`src/rtl/burst_pkg.sv`:
```
// rtl/burst_pkg.sv - shared helpers for the burst width converters
`ifndef BURST_PKG_SV
`define BURST_PKG_SV

`define BURST_RATIO_CHECK(ratio) \
  if ((ratio) < 2) begin : g_bad_ratio \
    $error("burst: RATIO must be >= 2"); \
  end

package burst_pkg;

  function automatic int beat_idx_w(input int ratio);
    return $clog2(ratio);
  endfunction

endpackage

`endif

```
`src/rtl/intf_burst.sv`:
```
// rtl/intf_burst.sv - valid/ready burst link with producer and consumer views
interface intf_burst #(
  parameter int W = 16
) ();
  logic         bvalid;
  logic         bready;
  logic [W-1:0] bdata;

  modport downstream (input bvalid, input bdata, output bready);
  modport upstream   (output bvalid, output bdata, input bready);
endinterface

```
`src/rtl/burst_out_reg.sv`:
```
// rtl/burst_out_reg.sv - valid/ready output holding register (load, hold, drain)
module burst_out_reg #(
  parameter int W = 64
) (
  input  logic         i_sysclk,
  input  logic         i_srst,
  input  logic         i_load,
  input  logic [W-1:0] i_data,
  input  logic         i_ready,
  output logic         o_valid,
  output logic [W-1:0] o_data
);

  logic         valid_q, valid_d;
  logic [W-1:0] data_q, data_d;

  // A load in the same cycle as a drain replaces the word and keeps valid high.
  always_comb begin
    valid_d = valid_q;
    data_d  = data_q;
    if (valid_q && i_ready) valid_d = 1'b0;
    if (i_load) begin
      valid_d = 1'b1;
      data_d  = i_data;
    end
  end

  always_ff @(posedge i_sysclk) begin
    if (i_srst) begin
      valid_q <= 1'b0;
      data_q  <= '0;
    end else begin
      valid_q <= valid_d;
      data_q  <= data_d;
    end
  end

  assign o_valid = valid_q;
  assign o_data  = data_q;

endmodule

```
`src/rtl/burst_deserializer.sv`:
```
// rtl/burst_deserializer.sv - packs RATIO narrow beats into one wide output word
module burst_deserializer
  import burst_pkg::*;
#(
  parameter int WIDTH = 16,
  parameter int RATIO = 4
) (
  input  logic                          i_sysclk,
  input  logic                          i_srst,
  input  logic                          i_flush,
  intf_burst.downstream                 s_burst,
  intf_burst.upstream                   m_burst,
  output logic [beat_idx_w(RATIO)-1:0]  o_beat_idx
);

  `BURST_RATIO_CHECK(RATIO)

  localparam int                IDX_W = beat_idx_w(RATIO);
  localparam logic [IDX_W-1:0]  LAST  = IDX_W'(RATIO - 1);

  logic [IDX_W-1:0]             beat_idx_q, beat_idx_d;
  logic [(RATIO-1)*WIDTH-1:0]   asm_q, asm_d;
  logic                         s_ready;
  logic                         accept;
  logic                         is_last;
  logic                         load;
  logic                         m_valid;
  logic [WIDTH*RATIO-1:0]       m_data;
  logic [WIDTH-1:0]             s_data;

  assign s_data  = s_burst.bdata;
  assign is_last = (beat_idx_q == LAST);
  // Only the final beat of a word needs the output slot to be free.
  assign s_ready = !i_srst && !i_flush && (!is_last || !m_valid || m_burst.bready);
  assign accept  = s_burst.bvalid && s_ready;
  assign load    = accept && is_last;

  always_comb begin
    beat_idx_d = beat_idx_q;
    asm_d      = asm_q;
    if (i_flush) begin
      beat_idx_d = '0;
    end else if (accept) begin
      if (is_last) begin
        beat_idx_d = '0;
      end else begin
        beat_idx_d = beat_idx_q + IDX_W'(1);
        asm_d[int'(beat_idx_q)*WIDTH +: WIDTH] = s_data;
      end
    end
  end

  always_ff @(posedge i_sysclk) begin
    if (i_srst) beat_idx_q <= '0;
    else        beat_idx_q <= beat_idx_d;
    asm_q <= asm_d;
  end

  burst_out_reg #(
    .W (WIDTH*RATIO)
  ) u_out_reg (
    .i_sysclk (i_sysclk),
    .i_srst   (i_srst),
    .i_load   (load),
    .i_data   ({s_data, asm_q}),
    .i_ready  (m_burst.bready),
    .o_valid  (m_valid),
    .o_data   (m_data)
  );

  assign s_burst.bready = s_ready;
  assign m_burst.bvalid = m_valid;
  assign m_burst.bdata  = m_data;
  assign o_beat_idx     = beat_idx_q;

endmodule

```
`src/flat_wrapper.sv`:
```
// flat-port wrapper written by rule: the top's interface ports become plain ports
module burst_deserializer_flat import burst_pkg::*;
#(
  parameter int WIDTH = 16,
  parameter int RATIO = 4
)
  (i_sysclk, i_srst, i_flush, o_beat_idx, s_burst_bvalid, s_burst_bdata, s_burst_bready, m_burst_bvalid, m_burst_bdata, m_burst_bready);
  intf_burst #(.W(WIDTH)) s_burst_i ();
  intf_burst #(.W(WIDTH*RATIO)) m_burst_i ();
  input  logic i_sysclk;
  input  logic i_srst;
  input  logic i_flush;
  output logic [beat_idx_w(RATIO)-1:0] o_beat_idx;
  input wire logic [$bits(s_burst_i.bvalid)-1:0] s_burst_bvalid;
  input wire logic [$bits(s_burst_i.bdata)-1:0] s_burst_bdata;
  output wire logic [$bits(s_burst_i.bready)-1:0] s_burst_bready;
  output wire logic [$bits(m_burst_i.bvalid)-1:0] m_burst_bvalid;
  output wire logic [$bits(m_burst_i.bdata)-1:0] m_burst_bdata;
  input wire logic [$bits(m_burst_i.bready)-1:0] m_burst_bready;
  assign s_burst_i.bvalid = s_burst_bvalid;
  assign s_burst_i.bdata = s_burst_bdata;
  assign s_burst_bready = s_burst_i.bready;
  assign m_burst_bvalid = m_burst_i.bvalid;
  assign m_burst_bdata = m_burst_i.bdata;
  assign m_burst_i.bready = m_burst_bready;
  burst_deserializer #(.WIDTH(WIDTH), .RATIO(RATIO)) u_core (.i_sysclk(i_sysclk), .i_srst(i_srst), .i_flush(i_flush), .s_burst(s_burst_i), .m_burst(m_burst_i), .o_beat_idx(o_beat_idx));
endmodule
```
`config.mk`:
```
export PLATFORM = sky130hd
export DESIGN_NAME = burst_deserializer_flat
export DESIGN_NICKNAME = d
export VERILOG_FILES = /design/src/rtl/burst_pkg.sv /design/src/rtl/intf_burst.sv /design/src/rtl/burst_out_reg.sv /design/src/rtl/burst_deserializer.sv /design/src/flat_wrapper.sv
export SDC_FILE = /design/constraint.sdc
export NUM_CORES = 1
export LEC_CHECK = 0
export CAP_MARGIN = 5
export CORE_MARGIN = 1
export CORE_UTILIZATION = 46
export CTS_CLUSTER_DIAMETER = 50
export DETAILED_ROUTE_END_ITERATION = 8
export PLACE_DENSITY = 0.73
export SLEW_MARGIN = 20
export SYNTH_ARGS = -nofsm -noshare
export SYNTH_HDL_FRONTEND = slang
export SYNTH_SLANG_ARGS = --single-unit
export TNS_END_PERCENT = 5
```
`constraint.sdc`:
```
create_clock -name i_sysclk -period 1.6 [get_ports i_sysclk]
set_input_delay 0.4 -clock i_sysclk [delete_from_list [all_inputs] [get_ports i_sysclk]]
set_output_delay 0.4 -clock i_sysclk [all_outputs]
set_load 0.005 [all_outputs]
```
# Word-level counts from Yosys, hierarchy flattened
# Index checks and enable logic that the tools add are counted.
# word_totals
reg_bits	115
wordCells	29
# op_classes
addsub	2
n_eq_ne	1
n_shift	2
mux	4
bitwise	2
reduce_logical	14
# ops
op	n
bitwise mux 48 bit	1
variable shift 16 x 33 -> 48 bit, first input constant	1
variable part select 16 x 33 -> 48 bit	1
negator 6 -> 33 bit	1
logical AND 1 bit	5
logical NOT 1 bit	4
AND reduction 3 bit	1
adder 2 x 1 -> 2 bit, second input constant	1
== test 2 bit, second input constant	1
logical OR 1 bit	2
2-to-1 mux 1 bit	2
2-to-1 mux 2 bit	1
NOT 1 bit	2
nonzero test 2 bit	1
OR reduction 2 bit	1

# Depth between registers and ports, before layout
# logic_depth
ltp_word	8
ltp_mapped	6
ltp_nobuf	4

# Hierarchy
# From an unflattened synthesis, not the netlist that was laid out.
# hier_totals
cells_unflattened	334
hier_area_um2	4381.7
# by_module_without_submodules
mod	instances	cells_per_inst	area_per_inst_um2	seq_area_each_um2
burst_out_reg	1	210	2344.7	1301.2
burst_deserializer	1	124	2037.0	1481.4

# Least setup slack after synthesis
# No wires, ideal clock.
# synth_path
path_kind	flip-flop to flip-flop
startpoint	register u_core.beat_idx_q[0] (netlist: u_core.o_beat_idx[0])
endpoint	register u_core.asm_q[0], enable pin
arrival_time_ns	1.301
path_slack_ns	-0.075
stages_incl_launch_ff	4
n_path_buf	0
period_less_slack_ns	1.675
path_cell_list	dfxtp_1 -> ha_1 -> nor2b_1 -> and3_1
# synth_between
elab_chain_cells	7
# synth_lines
element	line_no	text
start: declaration	burst_deserializer.sv:21	logic [IDX_W-1:0] beat_idx_q, beat_idx_d;
start signal: assignment	burst_deserializer.sv:55	else beat_idx_q <= beat_idx_d;
== test 2 bit *	burst_deserializer.sv:32	assign is_last = (beat_idx_q == LAST);
logical NOT 1 bit	burst_deserializer.sv:34	assign s_ready = !i_srst && !i_flush && (!is_last || !m_valid || m_burst.bready);
logical OR 1 bit (2 in series)	burst_deserializer.sv:34	
logical AND 1 bit	burst_deserializer.sv:34	
logical AND 1 bit	burst_deserializer.sv:35	assign accept = s_burst.bvalid && s_ready;
AND reduction 3 bit (no line) *	n/a	
end signal: assignment	burst_deserializer.sv:56	asm_q <= asm_d;
end: declaration	burst_deserializer.sv:22	logic [(RATIO-1)*WIDTH-1:0] asm_q, asm_d;
# Mark *: on every way between the ends. The rest lies on a longest branch, timed or not.
# A chain may end at the register's enable or synchronous reset.

# Worst setup path after layout
# layout_path
startpoint	input m_burst_bready
endpoint	output s_burst_bready
# layout_between
elab_chain_cells	2
# layout_lines
element	line_no	text
start: declaration	flat_wrapper.sv:19	input wire logic [$bits(m_burst_i.bready)-1:0] m_burst_bready;
logical OR 1 bit	burst_deserializer.sv:34	
logical AND 1 bit	burst_deserializer.sv:34	
end: declaration	flat_wrapper.sv:16	output wire logic [$bits(s_burst_i.bready)-1:0] s_burst_bready;
# No other way between the ends.

==> reports/results.ini <==
[outcome]
status = finished, violations left
violations = setup timing

[clocking]
holdBufCountCts = 0
cts.sinks = 115
cts_buffers = 17
max-clock-path-buffers = 2
insertion_delay_ps = 510
cts_tree = yes
clkTransAtPathRegs_ps = 60
htree_levels = 4
clockRootBuffer = clkbuf_8

[finish]
final_cell_mix = a21oi_1 (65), nand3_1 (64), dlygate4sd2_1 (64), dfxtp_1 (58), o21ai_0 (56)
fillCellCount = 754
stdcell_count = 659
fin_nets = 543
antenna_cells = 0
syn2layout_area_growth_pct = 37.37
utilization_pct = 65.73
drive_gt1_share_pct = 14.91
final_common_cell = a21oi_1

[setup_path]
cp-startpoint = m_burst_bready
worstPathArrival_ps = 1270
cp-end-kind = primary output
required_ps = 1200
crit_path_max_fanout = 2
critical_path_class = in2out
startpoint_type = input pin
r2r_start = u_core.o_beat_idx[0]$_SDFFE_PP0N_

[sta]
relSlewSlack_pct = 60.42
fin_tns_setup_ps = -76.39
setup_violations = 2
final.min_clock_period_ps = 1667
max_freq_ghz = 0.5997
final.period_utilization_pct = 104.2
hold_violations = 0
rsz0062_at_grt = yes
hold_slack_ps = 364.2
fin_ws_ps = -67.39
slew_viol_final = 0
fin_skew_ps = 9.644
worst_pin_slew_ps = 593.7

[yosys]
synth_cells = 421
synthArstFlopShare_pct = 0
netlist_area_um2 = 4463
synth_ff_type = dfxtp_1
netlist-cell-type-count = 27
synth_edf_count = 48
avgSynthCellArea_um2 = 10.60
synth_seq_cells = 115
synthesis.nets = 447
yosysWarnings = 0
synth_seq_area_share_pct = 62.35

[power]
vdd.ir_drop.worst_v = 0.0006229
p_per_area_nw_per_um2 = 1110
p_leak_nw = 2.446

[run]
drv_cap = 0

[grt]
grt_overflow = 0
track_usage_pct = 23.83
grt_pass1_vias = 3480
grt_max_degree = 66
grt_pass1_wl_mm = 18.02
antenna_found_initial = 0

[placed_design]
place.gp.congestion = 0.7842
dpl.cell_count = 624
dp_hpwl_mm = 6.822
numPortBuffers = 88
place_ws_ps = -493.0

[floorplan]
fp.dieH_um = 100.5
die_w_um = 100.5
rows = 35
start_util_pct = 47.85
dieArea_um2 = 10100
coreArea_um2 = 9328
ioPinCount = 89

[routing]
drt-initial-drc-count = 240
drc = 0
firstDrtPassIters = 5
routed-via-count = 3597
ant_nets = 0
routed_wl_mm = 11.41
wl_per_cell_um = 17.31
viasPerCell = 5.458

[worst_hold_path]
hp-start = i_srst
hold_class = in2reg

[critical path, stage by stage]
cell and delay (ps):
clkdlybuf4s50_1 540, nor2b_4 70, a21boi_1 130, buf_2 120
[per-stage QoR]
step                      area (um^2)  power, W
after floorplan                  4464  0.003223
after global placement           5592  0.003359
after detailed placement         5592  0.003364
after CTS                        6106  0.006831
after global routing             6131  0.006980
final                            6131  0.006803
[layer usage]
layer / routed length [um] / vias up / global-route usage (%)
li1: - / 1695 / -
met1: 4970 / 1725 / 31.45
met2: 5565 / 164 / 38.46
met3: 698 / 13 / 5.062
met4: 174 / 0 / 9.476
met5: 0 / - / 0
[kinds of logic after synthesis]
group,after synthesis,synth area share [%]
fa+ha+maj,5,1.402
compound gates,133,15.08
flops,115,62.35
simple gates,126,16.43
buf+inv,41,4.514
mux,1,0.2243
[path summary, 6_finish.rpt]
check        slack (ps)                                        to  cells after the start
min                 360         u_core.o_beat_idx[1]$_SDFFE_PP0N_                      5
min reg2reg         470  u_core.u_out_reg.o_data[11]$_SDFFE_PP0P_                      2
max                 -70                            s_burst_bready                      4
max reg2reg          10                u_core.asm_q[15]$_DFFE_PP_                      6
[registers in the layout (all words and copies together) (netlist names)]
register                  count
u_core.u_out_reg.o_data      64
u_core.o_beat_idx             2
u_core.asm_q                 48
u_core.u_out_reg.o_valid      1
[synth_stat cells, types with 2 or more instances]
cell type	n	area [um^2]
a21oi_1	65	325.3
o21ai_1	10	50.05
clkbuf_1	13	48.80
nand3_1	64	320.3
dfxtp_1	67	1341
edfxtp_1	48	1441
and2_1	48	300.3
nor3b_2	3	37.54
and3_1	3	18.77
nand2_1	2	7.510
ha_1	5	62.56
buf_2	8	40.04
o21ai_0	56	280.3
buf_4	7	52.55
inv_1	2	7.510
clkbuf_2	9	45.04
[report_power, final]
part           switching (W)  leakage, nW  internal (W)
logic               0.000127         1.18      0.000110
clock network        0.00126        0.272       0.00223
registers         0.00000632        0.990       0.00307
total                0.00140         2.45       0.00541
[timing repair]
item                                    4_1_cts  5_1_grt
endpoints found under the setup margin      155       80
resized for setup                            86        2
setup buffers                                 2        1
[layout make-up]
type | instances | area [um^2] | share of cell area, %
Inverter | 3 | 11.26 | 0.1837
Clock buffer | 23 | 479.2 | 7.816
Sequential cell | 115 | 2794 | 45.57
Multi-Input combinational cell | 265 | 1513 | 24.67
Tap cell | 129 | 161.4 | 2.633
Timing Repair Buffer | 115 | 1096 | 17.88
Clock inverter | 9 | 76.32 | 1.245
Power figures use the tool's default switching activity.
